## src/rtl/mem_port_arbiter_if.sv

```systemverilog
// Bus bundle for mem_port_arbiter: CPU instruction/data request ports plus the shared memory port.
// slave = arbiter view, master = CPU/memory environment view.
interface mem_port_arbiter_if #(
  parameter int ADDR_W = 32,
  parameter int DATA_W = 32
);
  logic                  inst_read;
  logic [ADDR_W-1:0]     inst_addr;
  logic [DATA_W-1:0]     inst_rdata;
  logic                  inst_resp;

  logic                  data_read;
  logic                  data_write;
  logic [DATA_W/8-1:0]   data_mbe;
  logic [ADDR_W-1:0]     data_addr;
  logic [DATA_W-1:0]     data_wdata;
  logic [DATA_W-1:0]     data_rdata;
  logic                  data_resp;

  logic                  mem_read;
  logic                  mem_write;
  logic [DATA_W/8-1:0]   mem_mbe;
  logic [ADDR_W-1:0]     mem_addr;
  logic [DATA_W-1:0]     mem_wdata;
  logic [DATA_W-1:0]     mem_rdata;
  logic                  mem_resp;

  modport slave (
    input  inst_read, inst_addr,
    input  data_read, data_write, data_mbe, data_addr, data_wdata,
    input  mem_rdata, mem_resp,
    output inst_rdata, inst_resp, data_rdata, data_resp,
    output mem_read, mem_write, mem_mbe, mem_addr, mem_wdata
  );

  modport master (
    output inst_read, inst_addr,
    output data_read, data_write, data_mbe, data_addr, data_wdata,
    output mem_rdata, mem_resp,
    input  inst_rdata, inst_resp, data_rdata, data_resp,
    input  mem_read, mem_write, mem_mbe, mem_addr, mem_wdata
  );
endinterface

```

## src/rtl/mem_port_arbiter.sv

```systemverilog
// Serialises CPU instruction-fetch and data load/store requests onto one memory port.
// Optional MEM_ARB_ROUND_ROBIN_EN: alternate grants on ties instead of data-first priority.
module mem_port_arbiter #(
  parameter int ADDR_W = 32,
  parameter int DATA_W = 32
) (
  input  logic              clk,
  input  logic              rst,
  mem_port_arbiter_if.slave bus
);

  localparam int MBE_W = DATA_W / 8;

  typedef enum logic [1:0] {IDLE, INST, DATA, DONE} state_t;

  state_t              r_state;
  state_t              w_state_next;
  logic                w_data_req;
  logic                w_inst_req;
  logic                w_data_wins;
  logic                w_grant_data;
  logic                w_grant_inst;

  logic                r_is_write;
  logic [ADDR_W-1:0]   r_addr;
  logic [MBE_W-1:0]    r_mbe;
  logic [DATA_W-1:0]   r_wdata;
  logic                r_mem_read;
  logic                r_mem_write;
  logic [DATA_W-1:0]   r_inst_rdata;
  logic [DATA_W-1:0]   r_data_rdata;
  logic                r_inst_resp;
  logic                r_data_resp;

  assign w_data_req = bus.data_read | bus.data_write;
  assign w_inst_req = bus.inst_read;

`ifdef MEM_ARB_ROUND_ROBIN_EN
  logic r_last_data;

  // Resets to "last was INST" so data wins the first tie.
  assign w_data_wins = ~r_last_data;

  always_ff @(posedge clk or negedge rst) begin
    if (!rst) begin
      r_last_data <= 1'b0;
    end else if (w_grant_data | w_grant_inst) begin
      r_last_data <= w_grant_data;
    end
  end
`else
  assign w_data_wins = 1'b1;
`endif

  always_ff @(posedge clk or negedge rst) begin
    if (!rst) begin
      r_state <= IDLE;
    end else begin
      r_state <= w_state_next;
    end
  end

  always_comb begin
    w_state_next = r_state;
    w_grant_data = 1'b0;
    w_grant_inst = 1'b0;
    case (r_state)
      IDLE: begin
        if (w_data_req && (!w_inst_req || w_data_wins)) begin
          w_grant_data = 1'b1;
          w_state_next = DATA;
        end else if (w_inst_req) begin
          w_grant_inst = 1'b1;
          w_state_next = INST;
        end
      end
      INST, DATA: begin
        if (bus.mem_resp) w_state_next = DONE;
      end
      DONE:    w_state_next = IDLE;
      default: w_state_next = IDLE;
    endcase
  end

  // Request registers and all outputs; mem_* only ever reflect what was latched at grant.
  always_ff @(posedge clk or negedge rst) begin
    if (!rst) begin
      r_is_write   <= 1'b0;
      r_addr       <= '0;
      r_mbe        <= '0;
      r_wdata      <= '0;
      r_mem_read   <= 1'b0;
      r_mem_write  <= 1'b0;
      r_inst_rdata <= '0;
      r_data_rdata <= '0;
      r_inst_resp  <= 1'b0;
      r_data_resp  <= 1'b0;
    end else begin
      r_inst_resp <= 1'b0;
      r_data_resp <= 1'b0;
      if (w_grant_data) begin
        r_is_write  <= bus.data_write;
        r_addr      <= bus.data_addr;
        r_mbe       <= bus.data_mbe;
        r_wdata     <= bus.data_wdata;
        r_mem_read  <= ~bus.data_write;
        r_mem_write <= bus.data_write;
      end else if (w_grant_inst) begin
        r_is_write  <= 1'b0;
        r_addr      <= bus.inst_addr;
        r_mbe       <= '1;
        r_wdata     <= '0;
        r_mem_read  <= 1'b1;
        r_mem_write <= 1'b0;
      end else if ((r_state == INST || r_state == DATA) && bus.mem_resp) begin
        r_mem_read  <= 1'b0;
        r_mem_write <= 1'b0;
        if (r_state == DATA) begin
          r_data_resp <= 1'b1;
          if (!r_is_write) r_data_rdata <= bus.mem_rdata;
        end else begin
          r_inst_resp  <= 1'b1;
          r_inst_rdata <= bus.mem_rdata;
        end
      end
    end
  end

  assign bus.mem_read   = r_mem_read;
  assign bus.mem_write  = r_mem_write;
  assign bus.mem_mbe    = r_mbe;
  assign bus.mem_addr   = r_addr;
  assign bus.mem_wdata  = r_wdata;
  assign bus.inst_rdata = r_inst_rdata;
  assign bus.inst_resp  = r_inst_resp;
  assign bus.data_rdata = r_data_rdata;
  assign bus.data_resp  = r_data_resp;

endmodule

```

## src/flat_wrapper.sv

```systemverilog
// flat-port wrapper written by rule: the top's interface ports become plain ports
module mem_port_arbiter_flat 
#(
  parameter int ADDR_W = 32,
  parameter int DATA_W = 32
)
  (clk, rst, bus_inst_read, bus_inst_addr, bus_data_read, bus_data_write, bus_data_mbe, bus_data_addr, bus_data_wdata, bus_mem_rdata, bus_mem_resp, bus_inst_rdata, bus_inst_resp, bus_data_rdata, bus_data_resp, bus_mem_read, bus_mem_write, bus_mem_mbe, bus_mem_addr, bus_mem_wdata);
  mem_port_arbiter_if #(.ADDR_W(ADDR_W), .DATA_W(DATA_W)) bus_i ();
  input  logic clk;
  input  logic rst;
  input wire logic [$bits(bus_i.inst_read)-1:0] bus_inst_read;
  input wire logic [$bits(bus_i.inst_addr)-1:0] bus_inst_addr;
  input wire logic [$bits(bus_i.data_read)-1:0] bus_data_read;
  input wire logic [$bits(bus_i.data_write)-1:0] bus_data_write;
  input wire logic [$bits(bus_i.data_mbe)-1:0] bus_data_mbe;
  input wire logic [$bits(bus_i.data_addr)-1:0] bus_data_addr;
  input wire logic [$bits(bus_i.data_wdata)-1:0] bus_data_wdata;
  input wire logic [$bits(bus_i.mem_rdata)-1:0] bus_mem_rdata;
  input wire logic [$bits(bus_i.mem_resp)-1:0] bus_mem_resp;
  output wire logic [$bits(bus_i.inst_rdata)-1:0] bus_inst_rdata;
  output wire logic [$bits(bus_i.inst_resp)-1:0] bus_inst_resp;
  output wire logic [$bits(bus_i.data_rdata)-1:0] bus_data_rdata;
  output wire logic [$bits(bus_i.data_resp)-1:0] bus_data_resp;
  output wire logic [$bits(bus_i.mem_read)-1:0] bus_mem_read;
  output wire logic [$bits(bus_i.mem_write)-1:0] bus_mem_write;
  output wire logic [$bits(bus_i.mem_mbe)-1:0] bus_mem_mbe;
  output wire logic [$bits(bus_i.mem_addr)-1:0] bus_mem_addr;
  output wire logic [$bits(bus_i.mem_wdata)-1:0] bus_mem_wdata;
  assign bus_i.inst_read = bus_inst_read;
  assign bus_i.inst_addr = bus_inst_addr;
  assign bus_i.data_read = bus_data_read;
  assign bus_i.data_write = bus_data_write;
  assign bus_i.data_mbe = bus_data_mbe;
  assign bus_i.data_addr = bus_data_addr;
  assign bus_i.data_wdata = bus_data_wdata;
  assign bus_i.mem_rdata = bus_mem_rdata;
  assign bus_i.mem_resp = bus_mem_resp;
  assign bus_inst_rdata = bus_i.inst_rdata;
  assign bus_inst_resp = bus_i.inst_resp;
  assign bus_data_rdata = bus_i.data_rdata;
  assign bus_data_resp = bus_i.data_resp;
  assign bus_mem_read = bus_i.mem_read;
  assign bus_mem_write = bus_i.mem_write;
  assign bus_mem_mbe = bus_i.mem_mbe;
  assign bus_mem_addr = bus_i.mem_addr;
  assign bus_mem_wdata = bus_i.mem_wdata;
  mem_port_arbiter #(.ADDR_W(ADDR_W), .DATA_W(DATA_W)) u_core (.clk(clk), .rst(rst), .bus(bus_i));
endmodule
```

## config.mk

```make
export PLATFORM = sky130hd
export DESIGN_NAME = mem_port_arbiter_flat
export DESIGN_NICKNAME = d
export VERILOG_FILES = /design/src/rtl/mem_port_arbiter_if.sv /design/src/rtl/mem_port_arbiter.sv /design/src/flat_wrapper.sv
export SDC_FILE = /design/constraint.sdc
export NUM_CORES = 1
export LEC_CHECK = 0
export ABC_CLOCK_PERIOD_IN_PS = 3700
export BUFFER_PORTS_ARGS = -buffer_cell sky130_fd_sc_hd__buf_2
export CAP_MARGIN = 20
export CELL_PAD_IN_SITES_DETAIL_PLACEMENT = 1
export CELL_PAD_IN_SITES_GLOBAL_PLACEMENT = 1
export CORE_ASPECT_RATIO = 0.75
export CORE_MARGIN = 4
export CORE_UTILIZATION = 38
export CTS_CLUSTER_SIZE = 16
export DETAILED_ROUTE_END_ITERATION = 8
export PLACE_DENSITY = 0.83
export SYNTH_ARGS = -nofsm -noshare
export SYNTH_HDL_FRONTEND = slang
export SYNTH_SLANG_ARGS = --single-unit
```

## constraint.sdc

```tcl
create_clock -name clk -period 3.7 [get_ports clk]
set_input_delay 0.74 -clock clk [delete_from_list [all_inputs] [get_ports clk]]
set_output_delay 0.74 -clock clk [all_outputs]
set_load 0.01 [all_outputs]
```

## Word level (Yosys, flattened, before mapping)

Cells that the tools add are included.

| cells by class | value |
|---|---|
| equal/unequal tests | 5 |
| multiplexer cells | 30 |
| bitwise gates (word level) | 6 |
| reductions and logical operators | 9 |

Operator list:

| kind | count |
|---|---|
| 32-bit 2-to-1 mux | 4 |
| 1-bit 2-to-1 mux | 20 |
| 4-bit 2-to-1 mux | 2 |
| 2-bit 2-to-1 mux | 3 |
| 2-bit case mux with 3 select lines | 1 |
| 1-bit NOT | 5 |
| 5-bit AND reduction | 1 |
| 2-bit equality test, second input constant | 2 |
| 4-bit AND reduction | 1 |
| 3-bit by 2-bit != test with 1-bit output, second input constant | 1 |
| 3-bit nonzero test | 1 |
| 2-bit by 1-bit equality test with 1-bit output, second input constant | 1 |
| 2-bit zero test | 1 |
| 2-bit != test, second input constant | 1 |
| 2-bit AND reduction | 1 |
| 2-bit nonzero test | 1 |
| 2-bit OR reduction | 1 |
| 1-bit logical AND | 1 |
| 1-bit logical OR | 1 |
| 1-bit OR | 1 |

| word-level totals | value |
|---|---|
| flip-flop bits (word level) | 139 |
| input bits | 138 |
| output and inout port bits | 136 |
| logic and storage cells | 61 |

## Longest topological paths before layout

| depth | value |
|---|---|
| word-level depth | 6 |
| gate-level depth with buffers | 8 |
| gate-level depth less buffers | 5 |

## Least setup slack after synthesis

No wires, ideal clock.

| timing | value |
|---|---|
| path kind | input -> register |
| start | input bus_data_write |
| end | register u_core.r_data_rdata[21] (netlist: u_core.bus.data_rdata[21]) |
| library setup time | 0.125 ns |
| arrival | 2.213 ns |
| data required time | 3.575 ns |
| slack | 1.362 ns |
| stages on the path | 6 |
| path buffers | 3 |
| cells stage by stage | buf_2 -> o31a_1 -> buf_6 -> nor4b_4 -> buf_6 -> mux2_2 |

| on the way | value |
|---|---|
| cells in the longest elaborated chain, start to end | 5 |
| elaborated cells between the ends (all ways) | 8 |
| classes of those cells | 4 x mux; 3 x bitwise; 1 x reduce/logical |

Ends and longest elaborated chain:

| element | RTL line | RTL |
|---|---|---|
| start: declaration | flat_wrapper.sv:14 | `input wire logic [$bits(bus_i.data_write)-1:0] bus_data_write;` |
| 1-bit OR (*) | mem_port_arbiter.sv:35 | `assign w_data_req = bus.data_read \| bus.data_write;` |
| 1-bit 2-to-1 mux | mem_port_arbiter.sv:69 | `if (w_data_req && (!w_inst_req \|\| w_data_wins)) begin` |
| 1-bit 2-to-1 mux | mem_port_arbiter.sv:67 | `case (r_state)` |
| 1-bit NOT (no source line) | -- |  |
| 5-bit AND reduction (no source line) (*) | -- |  |
| end signal: assignment | mem_port_arbiter.sv:120 | `if (!r_is_write) r_data_rdata <= bus.mem_rdata;` |
| end: declaration | mem_port_arbiter.sv:31 | `logic [DATA_W-1:0] r_data_rdata;` |

Every way passes the cells marked *; elsewhere a longest branch is shown, timed or not.
A chain may end at the register's enable or synchronous reset.

## Worst setup path after layout

| timing | value |
|---|---|
| start | register u_core.r_state[1] |
| end | register u_core.r_data_rdata[22] (netlist: u_core.bus.data_rdata[22]) |

| on the way | value |
|---|---|
| cells in the longest elaborated chain, start to end | 4 |
| elaborated cells between the ends (all ways) | 10 |
| classes of those cells | 2 x eq/ne; 2 x mux; 2 x bitwise; 4 x reduce/logical |

Ends and longest elaborated chain:

| element | RTL line | RTL |
|---|---|---|
| start: declaration | mem_port_arbiter.sv:16 | `state_t r_state;` |
| start signal: assignment | mem_port_arbiter.sv:59 | `r_state <= w_state_next;` |
| 2-bit by 1-bit equality test with 1-bit output, or another cell as far along | mem_port_arbiter.sv:115 | `end else if ((r_state == INST \|\| r_state == DATA) && bus.mem_resp) begin` |
| 1-bit logical OR or 1-bit 2-to-1 mux (tied branches) | mem_port_arbiter.sv:115, mem_port_arbiter.sv:67 |  |
| 1-bit logical AND or 1-bit NOT (tied branches) | -- |  |
| 5-bit AND reduction (no source line) (*) | -- |  |

Marked as above.

==> summary.md <==
| Metric | Value |
|---|---|
| Crit path launch type | `register` |
| Post-CTS Hold Buffers | `0` |
| Clk network pwr share | `22.7%` |
| Max_cap viols | `0` |
| Sum Neg Setup Slack | `0 ns` |
| Seq pwr share | `37.1%` |
| Met2 usage | `a little over a third` |
| Post-synth EDFFs | `0` |
| Dpl ws | `between 1 and 1.5 ns` |
| Vias per cell | `between 4 and 5` |
| Post-Syn Nets | `around 530` |
| CTS Root Cell | `clkbuf_16` |
| Maximum clock frequency | `430 MHz` |
| VDD IR max | `roughly 410 µV` |
| Arr. time, crit path | `between 2 and 3 ns` |
| Maximum buffer depth of the clock tree | `2` |
| Cell Area, Placed | `0.00700 mm²` |
| Synth cell count leaders | `dfrtp_1 (139), mux2_2 (60), a22o_1 (34), o21ai_0 (34)` |
| Critical Path Fanout Max | `32` |
| Synthesized area | `around 0.0055 mm²` |
| Routed Antenna Nets | `0` |
| Synthesized instance count | `slightly below 400` |
| Area contributors post-synth | `dfrtp_1 (64%), mux2_2 (12%), mux2i_1 (6.1%), a22o_1 (5.5%), o21ai_0 (3.1%)` |
| DR DRC count | `0` |
| Worst reg2reg path depth | `6` |
| Slew @ Worst Pin | `approximately 0.8 ns` |
| Core Area | `between 0.01 and 0.015 mm²` |
| Count of input and output buffers | `between 200 and 300` |
| RD Place Congestion | `about 0.75` |
| Reg2reg end | `u_core.bus.data_rdata[22]$_DFFE_PN0P_` |
| Post-CTS sizing | `0` |
| Share of layout cells above drive strength 1 | `55.4%` |
| Synth Flop Type | `dfrtp_1` |
| H-tree depth | `4` |
| CTS tree | `yes` |
| Cell leakage power | `3.97 nW` |
| R2r startpoint | `u_core.r_state[1]$_DFFE_PN0P_` |
| # clock sinks | `around 140` |
| P&R area growth vs syn | `38.7%` |
| Rows | `37` |
| Hold WS | `roughly 0.40 ns` |
| Hold Path Class | `input pin to async pin` |
| Tot GR Track Use | `just under 20%` |
| RSZ-0062 raised after global routing | `no` |
| Vias in the first global route | `~4700` |
| Die Wd | `about 150 µm` |
| Largest net degree at the start of global routing | `~90` |
| Total Power | `~7.3 mW` |
| Synth area leader | `dfrtp_1` |
| TritonRoute pass-1 iters | `4` |
| Setup Buffers After CTS | `0` |
| Worst Skew | `around 0.0080 ns` |
| Worst skew pair latency | `between 0.4 and 0.5 ns` |
| CP required | `3.98 ns` |
| First-pass GRT wire length | `between 20000 and 30000 µm` |
| Async S/R FF share, synth | `100%` |
| Starting Density | `around 39%` |
| Combinational share of power | `40.2%` |
| Synth cell types | `23` |
| Net Sw Frac | `35.9%` |
| Final period utilization | `a little over three fifths` |
| Synth warn | `0` |
| Outcome | `complete, no violations` |
| Non-filler cells, final | `~850` |
| Setup ws final | `about 1.4 ns` |
| Placed cell count | `816` |
| Nets | `800` |
| Routing usage on met1 | `a little under a quarter` |
| Final-report hold violation count | `0` |
| CP peak stage delay | `~0.44 ns` |
| WL per Instance | `19.0 µm` |
| GR Util met3 | `6.75%` |
| Die Y | `~110 µm` |
| Max-slew violation count | `0` |
| DP HPWL | `roughly 12000 µm` |
| Average size of a mapped cell | `14.1 µm²` |
| Antenna diodes | `0` |
| Share of the synthesized area in the top cell type | `63.7%` |
| Sequential share of the synthesized area | `~64%` |
| Initial antenna violation count | `1` |
| Post-route cell area | `about 0.0076 mm²` |
| Switch Pwr | `2.61 mW` |
| Pwr Density | `~960 mW/mm²` |
| GRT busiest layer | `met2` |
| Post-Route WL | `~16000 µm` |
| I/O pin count | `roughly 270` |
| Initial drt markers | `~140` |
| R2r setup slk | `roughly 1.4 ns` |
| Grt ovf | `0` |
| Clock transition at path regs | `~0.06 ns` |
| Count leader, synth | `dfrtp_1` |
| Worst setup EP type | `register` |
| Die ar. | `between 0.015 and 0.02 mm²` |
| Max_slew headroom | `a little under half` |
| Int Pwr | `4.65 mW` |
| Final setup violation count | `0` |
| CP max-delay cell | `buf_4` |
| Kind of critical path | `register to register` |
| Via count | `between 4000 and 5000` |
| Critical Path, Cell by Cell | `inv_1 -> ha_1 -> o31a_1 -> nor4b_4 -> buf_4 -> mux2_2` |
| Period minus WS final | `approximately 2.3 ns` |
| Yosys reg bits | `around 140` |
| Num CTS Buffers | `17` |
| Fin util | `a little over half` |
area by class of cell:
type / count / area, µm²
Sequential cell: 139 / 3480
Multi-Input combinational cell: 218 / 1850
Clock inverter: 10 / 116
Timing Repair Buffer: 280 / 1440
Tap cell: 175 / 219
Clock buffer: 22 / 454
Fill cell: 1501 / 6320
Inverter: 4 / 15.0
kinds of logic after synthesis:
| group | share of synthesized area [%] |
|---|---|
| AO/OA/AOI/OAI | 10.2 |
| adder cells (fa/ha/maj) | 0.458 |
| buffers and inverters | 2.80 |
| flip-flops | 63.7 |
| multiplexers | 19.3 |
| AND/OR/NAND/NOR | 3.58 |
registers in the layout (all words and copies together) (netlist names):
| register | count |
|---|---|
| u_core.bus.data_rdata | 32 |
| u_core.bus.data_resp | 1 |
| u_core.bus.mem_addr | 32 |
| u_core.r_state | 2 |
| u_core.bus.mem_write | 1 |
| u_core.bus.inst_rdata | 32 |
| u_core.bus.inst_resp | 1 |
| u_core.bus.mem_mbe | 4 |
| u_core.bus.mem_read | 1 |
| u_core.bus.mem_wdata | 32 |
| u_core.r_is_write | 1 |
power by group through the flow:
stage	combinational, mW	clock (mW)	sequential (mW)
2_1_floorplan	1.39	0	3.00
3_3_place_gp	2.82	0	2.65
3_5_place_dp	2.97	0	2.70
4_1_cts	2.99	1.69	2.70
5_1_grt	3.19	1.76	2.79
6_report	2.92	1.65	2.69
worst max path at each step:
stage                                   from  slack (ns)  depth (start not counted)                                    end
4_1_cts        u_core.r_state[1]$_DFFE_PN0P_        1.35                          6  u_core.bus.data_rdata[22]$_DFFE_PN0P_
5_1_grt        u_core.r_state[1]$_DFFE_PN0P_        1.24                          6   u_core.bus.data_rdata[8]$_DFFE_PN0P_
3_3_place_gp                  bus_data_write        1.11                          5   u_core.bus.data_rdata[2]$_DFFE_PN0P_
2_1_floorplan                 bus_data_write        1.36                          6  u_core.bus.data_rdata[21]$_DFFE_PN0P_
6_report       u_core.r_state[1]$_DFFE_PN0P_        1.37                          6  u_core.bus.data_rdata[22]$_DFFE_PN0P_
3_5_place_dp                  bus_data_write        1.06                          5  u_core.bus.data_rdata[22]$_DFFE_PN0P_
worst max-delay path: cells and delay by family (launching register included):
kind                       cells  cell delay (ns)
adders and majority gates      1             0.32
muxes                          1             0.40
and+or+nand+nor                1             0.30
buffers and inverters          2             0.51
AOI/OAI and AO/OA              1             0.31
DFF                            1             0.35
layer usage:
layer  part of all wire [%]  routed length (µm)
met5                  0.081                  13
met4                    1.4                 227
met3                    7.3                1170
met2                     51                8250
met1                     40                6440
layout by cell type (no fill, tap or decap), types with 2 or more instances in the layout:
master        n
nor2_1        2
clkinvlp_4    2
nand2_1      33
a22o_1       34
o22ai_1       2
nor3b_1       2
mux2_1        4
bufinv_16     2
buf_2       272
clkinv_2      3
ha_1          2
dfrtp_1     139
mux2i_1      33
buf_4         6
mux2_2       60
clkinv_4      2
clkbuf_16    17
o22a_1        4
clkbuf_1      4
o21ai_0      33
inv_1         4
Note: power is estimated with default switching activity, not from simulation.
